$ cat config.mk
export PLATFORM = sky130hd
export DESIGN_NAME = cassette_fsk_encoder
export DESIGN_NICKNAME = d
export VERILOG_FILES = /design/src/rtl/cassette_fsk_encoder.sv
export SDC_FILE = /design/constraint.sdc
export NUM_CORES = 1
export LEC_CHECK = 0
export CAP_MARGIN = 20
export CORE_MARGIN = 2
export CORE_UTILIZATION = 60
export DETAILED_ROUTE_END_ITERATION = 10
export PLACE_DENSITY = 0.8
export SYNTH_ARGS = -nofsm -noshare
export SYNTH_HDL_FRONTEND = slang
export SYNTH_SLANG_ARGS = --single-unit
$ cat constraint.sdc
create_clock -name clk -period 2.7 [get_ports clk]
set_clock_uncertainty 0.05 [all_clocks]
set_input_delay 0.54 -clock clk [delete_from_list [all_inputs] [get_ports clk]]
set_output_delay 0.54 -clock clk [all_outputs]
set_load 0.05 [all_outputs]
$ cat src/rtl/cassette_fsk_encoder.sv
// +--------------------------------------------------------------------------+
// | cassette_fsk_encoder                                                     |
// | Serialises bytes into cassette FSK (leader, 10-bit frames, trailer).     |
// | Revision: 1.0                                                            |
// +--------------------------------------------------------------------------+
`default_nettype none

module cassette_fsk_encoder #(
    parameter int BIT_CYCLES   = 1024,
    parameter int LEADER_BITS  = 1200,
    parameter int TRAILER_BITS = 600
) (
    input  logic       clk,
    input  logic       nRST,
    input  logic       enable,
    input  logic [7:0] in_data,
    input  logic       in_last,
    input  logic       in_valid,
    output logic       in_ready,
    output logic       cas_out,
    output logic       busy
);

    localparam int              c_PW         = $clog2(BIT_CYCLES);
    localparam logic [c_PW-1:0] c_PH_LAST    = c_PW'(BIT_CYCLES - 1);
    localparam logic [15:0]     c_LEAD_LAST  = 16'(LEADER_BITS - 1);
    localparam logic [15:0]     c_TRAIL_LAST = 16'(TRAILER_BITS - 1);

    typedef enum logic [2:0] {
        S_IDLE    = 3'd0,
        S_LEADER  = 3'd1,
        S_FRAME   = 3'd2,
        S_FILL    = 3'd3,
        S_TRAILER = 3'd4
    } state_t;

    state_t          r_state;
    logic [c_PW-1:0] r_phase;
    logic [15:0]     r_bitcnt;
    logic [3:0]      r_idx;
    logic [7:0]      r_data;
    logic            r_last;
    logic            r_cas;

    logic            w_bit_end;
    logic            w_boundary;
    logic            w_ready;
    logic            w_take;
    logic            w_bit;
    logic            w_wave;
    logic [2:0]      w_didx;

    assign w_bit_end = (r_state != S_IDLE) && (r_phase == c_PH_LAST);
    assign w_didx    = 3'(r_idx - 4'd1);

    always_comb begin
        w_boundary = 1'b0;
        case (r_state)
            S_LEADER: w_boundary = w_bit_end && (r_bitcnt == c_LEAD_LAST);
            S_FRAME:  w_boundary = w_bit_end && (r_idx == 4'd9) && !r_last;
            S_FILL:   w_boundary = w_bit_end;
            default:  w_boundary = 1'b0;
        endcase
    end

    assign w_ready = enable && w_boundary;
    assign w_take  = w_ready && in_valid;

    always_comb begin
        w_bit = 1'b1;
        if (r_state == S_FRAME) begin
            case (r_idx)
                4'd0:    w_bit = 1'b0;
                4'd9:    w_bit = 1'b1;
                default: w_bit = r_data[w_didx];
            endcase
        end
    end

    // 0 bit: high for the first half; 1 bit: high for the first quarter of each half.
    assign w_wave = w_bit ? ~r_phase[c_PW-2] : ~r_phase[c_PW-1];

    always_ff @(posedge clk or negedge nRST) begin
        if (!nRST) begin
            r_state  <= S_IDLE;
            r_phase  <= '0;
            r_bitcnt <= '0;
            r_idx    <= '0;
            r_data   <= '0;
            r_last   <= 1'b0;
            r_cas    <= 1'b0;
        end else if (!enable) begin
            r_state  <= S_IDLE;
            r_phase  <= '0;
            r_bitcnt <= '0;
            r_idx    <= '0;
            r_data   <= '0;
            r_last   <= 1'b0;
            r_cas    <= 1'b0;
        end else begin
            r_cas <= (r_state == S_IDLE) ? 1'b0 : w_wave;
            if (r_state != S_IDLE) begin
                r_phase <= r_phase + 1'b1;
            end
            case (r_state)
                S_IDLE: begin
                    if (in_valid) begin
                        r_state  <= S_LEADER;
                        r_phase  <= '0;
                        r_bitcnt <= '0;
                    end
                end
                S_LEADER: begin
                    if (w_bit_end) begin
                        if (r_bitcnt == c_LEAD_LAST) begin
                            r_bitcnt <= '0;
                            r_state  <= S_FILL;
                        end else begin
                            r_bitcnt <= r_bitcnt + 16'd1;
                        end
                    end
                end
                S_FRAME: begin
                    if (w_bit_end) begin
                        if (r_idx != 4'd9) begin
                            r_idx <= r_idx + 4'd1;
                        end else if (r_last) begin
                            r_state  <= S_TRAILER;
                            r_bitcnt <= '0;
                        end else begin
                            r_state <= S_FILL;
                        end
                    end
                end
                S_FILL: begin
                    r_state <= S_FILL;
                end
                S_TRAILER: begin
                    if (w_bit_end) begin
                        if (r_bitcnt == c_TRAIL_LAST) begin
                            r_state  <= S_IDLE;
                            r_bitcnt <= '0;
                            r_last   <= 1'b0;
                        end else begin
                            r_bitcnt <= r_bitcnt + 16'd1;
                        end
                    end
                end
                default: r_state <= S_IDLE;
            endcase
            // An accepted byte overrides the FILL fallback chosen above.
            if (w_take) begin
                r_state <= S_FRAME;
                r_idx   <= 4'd0;
                r_data  <= in_data;
                r_last  <= in_last;
            end
        end
    end

    assign in_ready = w_ready;
    assign cas_out  = r_cas;
    assign busy     = (r_state != S_IDLE);

endmodule

`default_nettype wire

==> flow_metrics.tcl <==
set metrics [dict create \
    run_status "completed" \
    totalNegativeSetupSlack_ns 0 \
    drt_first_pass_iters 4 \
    crit_path_top_delay_cell "sky130_fd_sc_hd__dfrtp_1" \
    post_route_cells_drive_above_1_share 0.158 \
    first_iter_violations 143 \
    clk_pin_slew_worst_paths_ns 0.08 \
    path_type_of_the_worst_min_delay_path "in2async" \
    routed_via_density 6.28 \
    p_per_area_nw_per_um2 426 \
    detailed_place.area_sq_um 3020 \
    p_leak_nw 1.47 \
    clock_root_buffer "sky130_fd_sc_hd__clkbuf_8" \
    cts.hold.buffers_added 0 \
    postRouteWirelength_um 6170 \
    htree_num_levels 2 \
    report.final.setup_viol 0 \
    period_minus_slack_ns 2.59 \
    min_period_over_period 0.958 \
    dominant_combinational_cell_family_by_area_after_synthesis "simple AND/OR/NAND/NOR gates" \
    antenna_violating_nets_post_route 0 \
    maximum_resistive_drop_on_vdd_mv 0.266 \
    synth-compound-area-share 0.168 \
    synth_ff_type "sky130_fd_sc_hd__dfrtp_1" \
    clock_sinks 43 \
    slew_viol_final 0 \
    worstPathRequired_ns 2.11 \
    nNetsFinal 340 \
    cts-buffers-inserted 5 \
    achievable_frequency_mhz 386 \
    gr-total-overflow 0 \
    final_hold_viol_count 0 \
    max_slew_margin 0.645 \
    synthCells 292 \
    synth.mux.area_fraction 0.0586 \
    globalRouteTotalUtil 0.267 \
    via_count 2356 \
    antenna_found_initial 0 \
    grt_max_degree 23 \
    worstMarginPinSlew_ns 0.527 \
    synth-edff-count 0 \
    synthDominantCellAreaShare 0.394 \
    syn-cell-area_sq_um 2730 \
    synth_area_leaders "sky130_fd_sc_hd__dfrtp_1 39%, sky130_fd_sc_hd__nand2_1 4.0%, sky130_fd_sc_hd__nor2_1 3.0%" \
    floorplan.initialDensity 0.623 \
    grt_pass1_wl_um 10700 \
    synth_nets 310 \
    remaining_drc_errors 0 \
    timing.critical_path.from_type "flip-flop" \
    hpwl_um 4610 \
    insertion_delay_ns 0.30 \
    synth.yosys.seq_area_share 0.394 \
    clock_tree_from_tritoncts "built" \
    criticalPathCategory "reg2out" \
    routedWlPerCell_um 16.5 \
    synth_area_leader "sky130_fd_sc_hd__dfrtp_1" \
    synthXorXnorAreaFrac 0.0288 \
    cp_slowest_stage_delay_ns 0.41 \
    layout.cell_area.non_filler_sq_um 3170 \
    port-buffer-count 15 \
    total_power_w 0.00135 \
    routabilityCongestion 0.878 \
    crit_chain "ha_2 > and4_2 > nand4_1 > o21ai_2 > and3_1 > buf_12" \
    grt_pass1_vias 2340 \
    post_synth_fa_ha_maj_area_fraction 0.0229 \
    cts_buffer_depth 2 \
    antennaDiodeCount 0 \
    placementRows 24 \
    maxCapViolCount 0 \
    core_region_area_sq_um 4380 \
    synth_area_per_cell_sq_um 9.36 \
    rsz_0062_raised_after_global_routing "false" \
    asyncSetResetFlopFracSynth 1.00 \
    timing.critical_path.fanout_max 6 \
    crit_arrival_ns 2.00 \
    worst_setup_path_end_kind "output port" \
    synth_simple_gate_area_share 0.284 \
    floorplan.die.height_um 71.5 \
    design.portCount 16 \
    fillCellCount 320 \
    area_grow_syn2layout_pct 16.1 \
    synthDistinctLibCells 59 \
    die_area_sq_um 5110 \
    yosys_warnings 0 \
    synth.ff_latch_count 43 \
    die_w_um 71.5 \
]
-- per-stage QoR --
stage / hold slack [ns] / std cells / util / setup WS, ns
2_1_floorplan: 0.194 / 292 / - / 0.396
3_3_place_gp: 0.472 / 365 / 0.689 / 0.228
3_5_place_dp: 0.486 / 365 / 0.689 / 0.175
4_1_cts: 0.163 / 373 / 0.718 / 0.0412
5_1_grt: 0.194 / 375 / 0.723 / 0.000760
6_report: 0.143 / 375 / 0.723 / 0.112
-- layer usage --
metal / track usage / vias to the layer above / wire [um]
met5: 0 / - / 0
met4: 0.0964 / 0 / 136
met3: 0.0563 / 16 / 359
met2: 0.435 / 78 / 2990
met1: 0.353 / 1131 / 2690
li1: - / 1131 / -
-- layout by cell type, fill, tap and decap left out, types with 4 or more instances in the layout --
cell,synthesis,routed
sky130_fd_sc_hd__a21oi_1,12,12
sky130_fd_sc_hd__a22o_1,9,9
sky130_fd_sc_hd__and3_1,11,11
sky130_fd_sc_hd__buf_4,0,21
sky130_fd_sc_hd__clkbuf_8,0,6
sky130_fd_sc_hd__clkdlybuf4s50_1,0,12
sky130_fd_sc_hd__dfrtp_1,43,43
sky130_fd_sc_hd__ha_1,5,4
sky130_fd_sc_hd__inv_1,15,15
sky130_fd_sc_hd__mux2i_1,7,7
sky130_fd_sc_hd__nand2_1,29,29
sky130_fd_sc_hd__nand2b_1,5,5
sky130_fd_sc_hd__nand3_1,14,14
sky130_fd_sc_hd__nand4_1,6,6
sky130_fd_sc_hd__nor2_1,22,22
sky130_fd_sc_hd__nor2b_1,4,4
sky130_fd_sc_hd__nor3_1,5,5
sky130_fd_sc_hd__o21ai_0,14,14
sky130_fd_sc_hd__or3_1,5,5
sky130_fd_sc_hd__xnor2_1,4,4
sky130_fd_sc_hd__xor2_1,5,5
-- cell families (layout without fill, tap and decap cells) --
logic type                 Yosys count  in the layout
AOI/OAI and AO/OA                   62             62
buffers and inverters               27             58
xor gates and xnor gates             9              9
adders and majority gates            5              5
and+or+nand+nor                    133            133
DFF                                 43             43
muxes                               13             13
-- worst max-delay path: cells and delay by family (launching register included) --
| family | cells | cell delay (ns) |
|---|---|---|
| adder cells (fa/ha/maj) | 1 | 0.24 |
| flip-flops | 1 | 0.41 |
| buffers and inverters | 1 | 0.15 |
| AND/OR/NAND/NOR | 3 | 0.69 |
| AO/OA/AOI/OAI | 1 | 0.19 |
-- what timing repair did --
| action | 4_1_cts | 5_1_grt |
|---|---|---|
| gates resized for setup | 1 | 3 |
| pin swaps | 0 | 2 |
| setup endpoints to repair | 1 | 1 |
| setup buffers | 0 | 2 |
-- area by class of cell --
cell class,instances,area [sq um],share of cell area
Clock buffer,6,82.6,0.0260
Clock inverter,2,35.0,0.0110
Inverter,15,56.3,0.0178
Multi-Input combinational cell,222,1550,0.490
Sequential cell,43,1080,0.339
Tap cell,52,65.1,0.0205
Timing Repair Buffer,35,303,0.0955
-- final timing paths --
check	to	startpoint	cells past startpoint	slack (ns)
max	in_ready	r_bitcnt[0]	6	0.11
min	r_bitcnt[15]	nRST	1	0.14
max reg2reg	cas_out	r_idx[1]	7	0.33
min reg2reg	r_data[7]	r_data[7]	2	0.49
max in group asynchronous	r_bitcnt[9]	nRST	2	1.79
min in group clk	r_data[7]	r_data[7]	2	0.49
-- cell usage after synthesis, types with 4 or more instances --
cell type and instances:
sky130_fd_sc_hd__nand2b_1 5, sky130_fd_sc_hd__nand3_1 14, sky130_fd_sc_hd__or3_1 5, sky130_fd_sc_hd__and3_1 11, sky130_fd_sc_hd__nand2_1 29, sky130_fd_sc_hd__a21oi_1 12
sky130_fd_sc_hd__nor2_1 22, sky130_fd_sc_hd__ha_1 5, sky130_fd_sc_hd__xor2_1 5, sky130_fd_sc_hd__nor2b_1 4, sky130_fd_sc_hd__mux2i_1 7, sky130_fd_sc_hd__xnor2_1 4
sky130_fd_sc_hd__nor3_1 5, sky130_fd_sc_hd__inv_1 15, sky130_fd_sc_hd__o21ai_0 14, sky130_fd_sc_hd__dfrtp_1 43, sky130_fd_sc_hd__buf_2 7, sky130_fd_sc_hd__a22o_1 9
sky130_fd_sc_hd__nand4_1 6
-- flip-flops by register name, summed over array words and instances (netlist names) --
signal and count:
cas_out 1, r_phase 10, r_idx 4, r_last 1, r_state 3, r_data 8, r_bitcnt 16
-- power breakdown --
group	switching, W	internal, W	total, W
clock network	0.000223	0.000299	0.000523
registers	0.00000662	0.000651	0.000657
logic	0.000104	0.0000678	0.000172
Power figures use the tool's default switching activity.
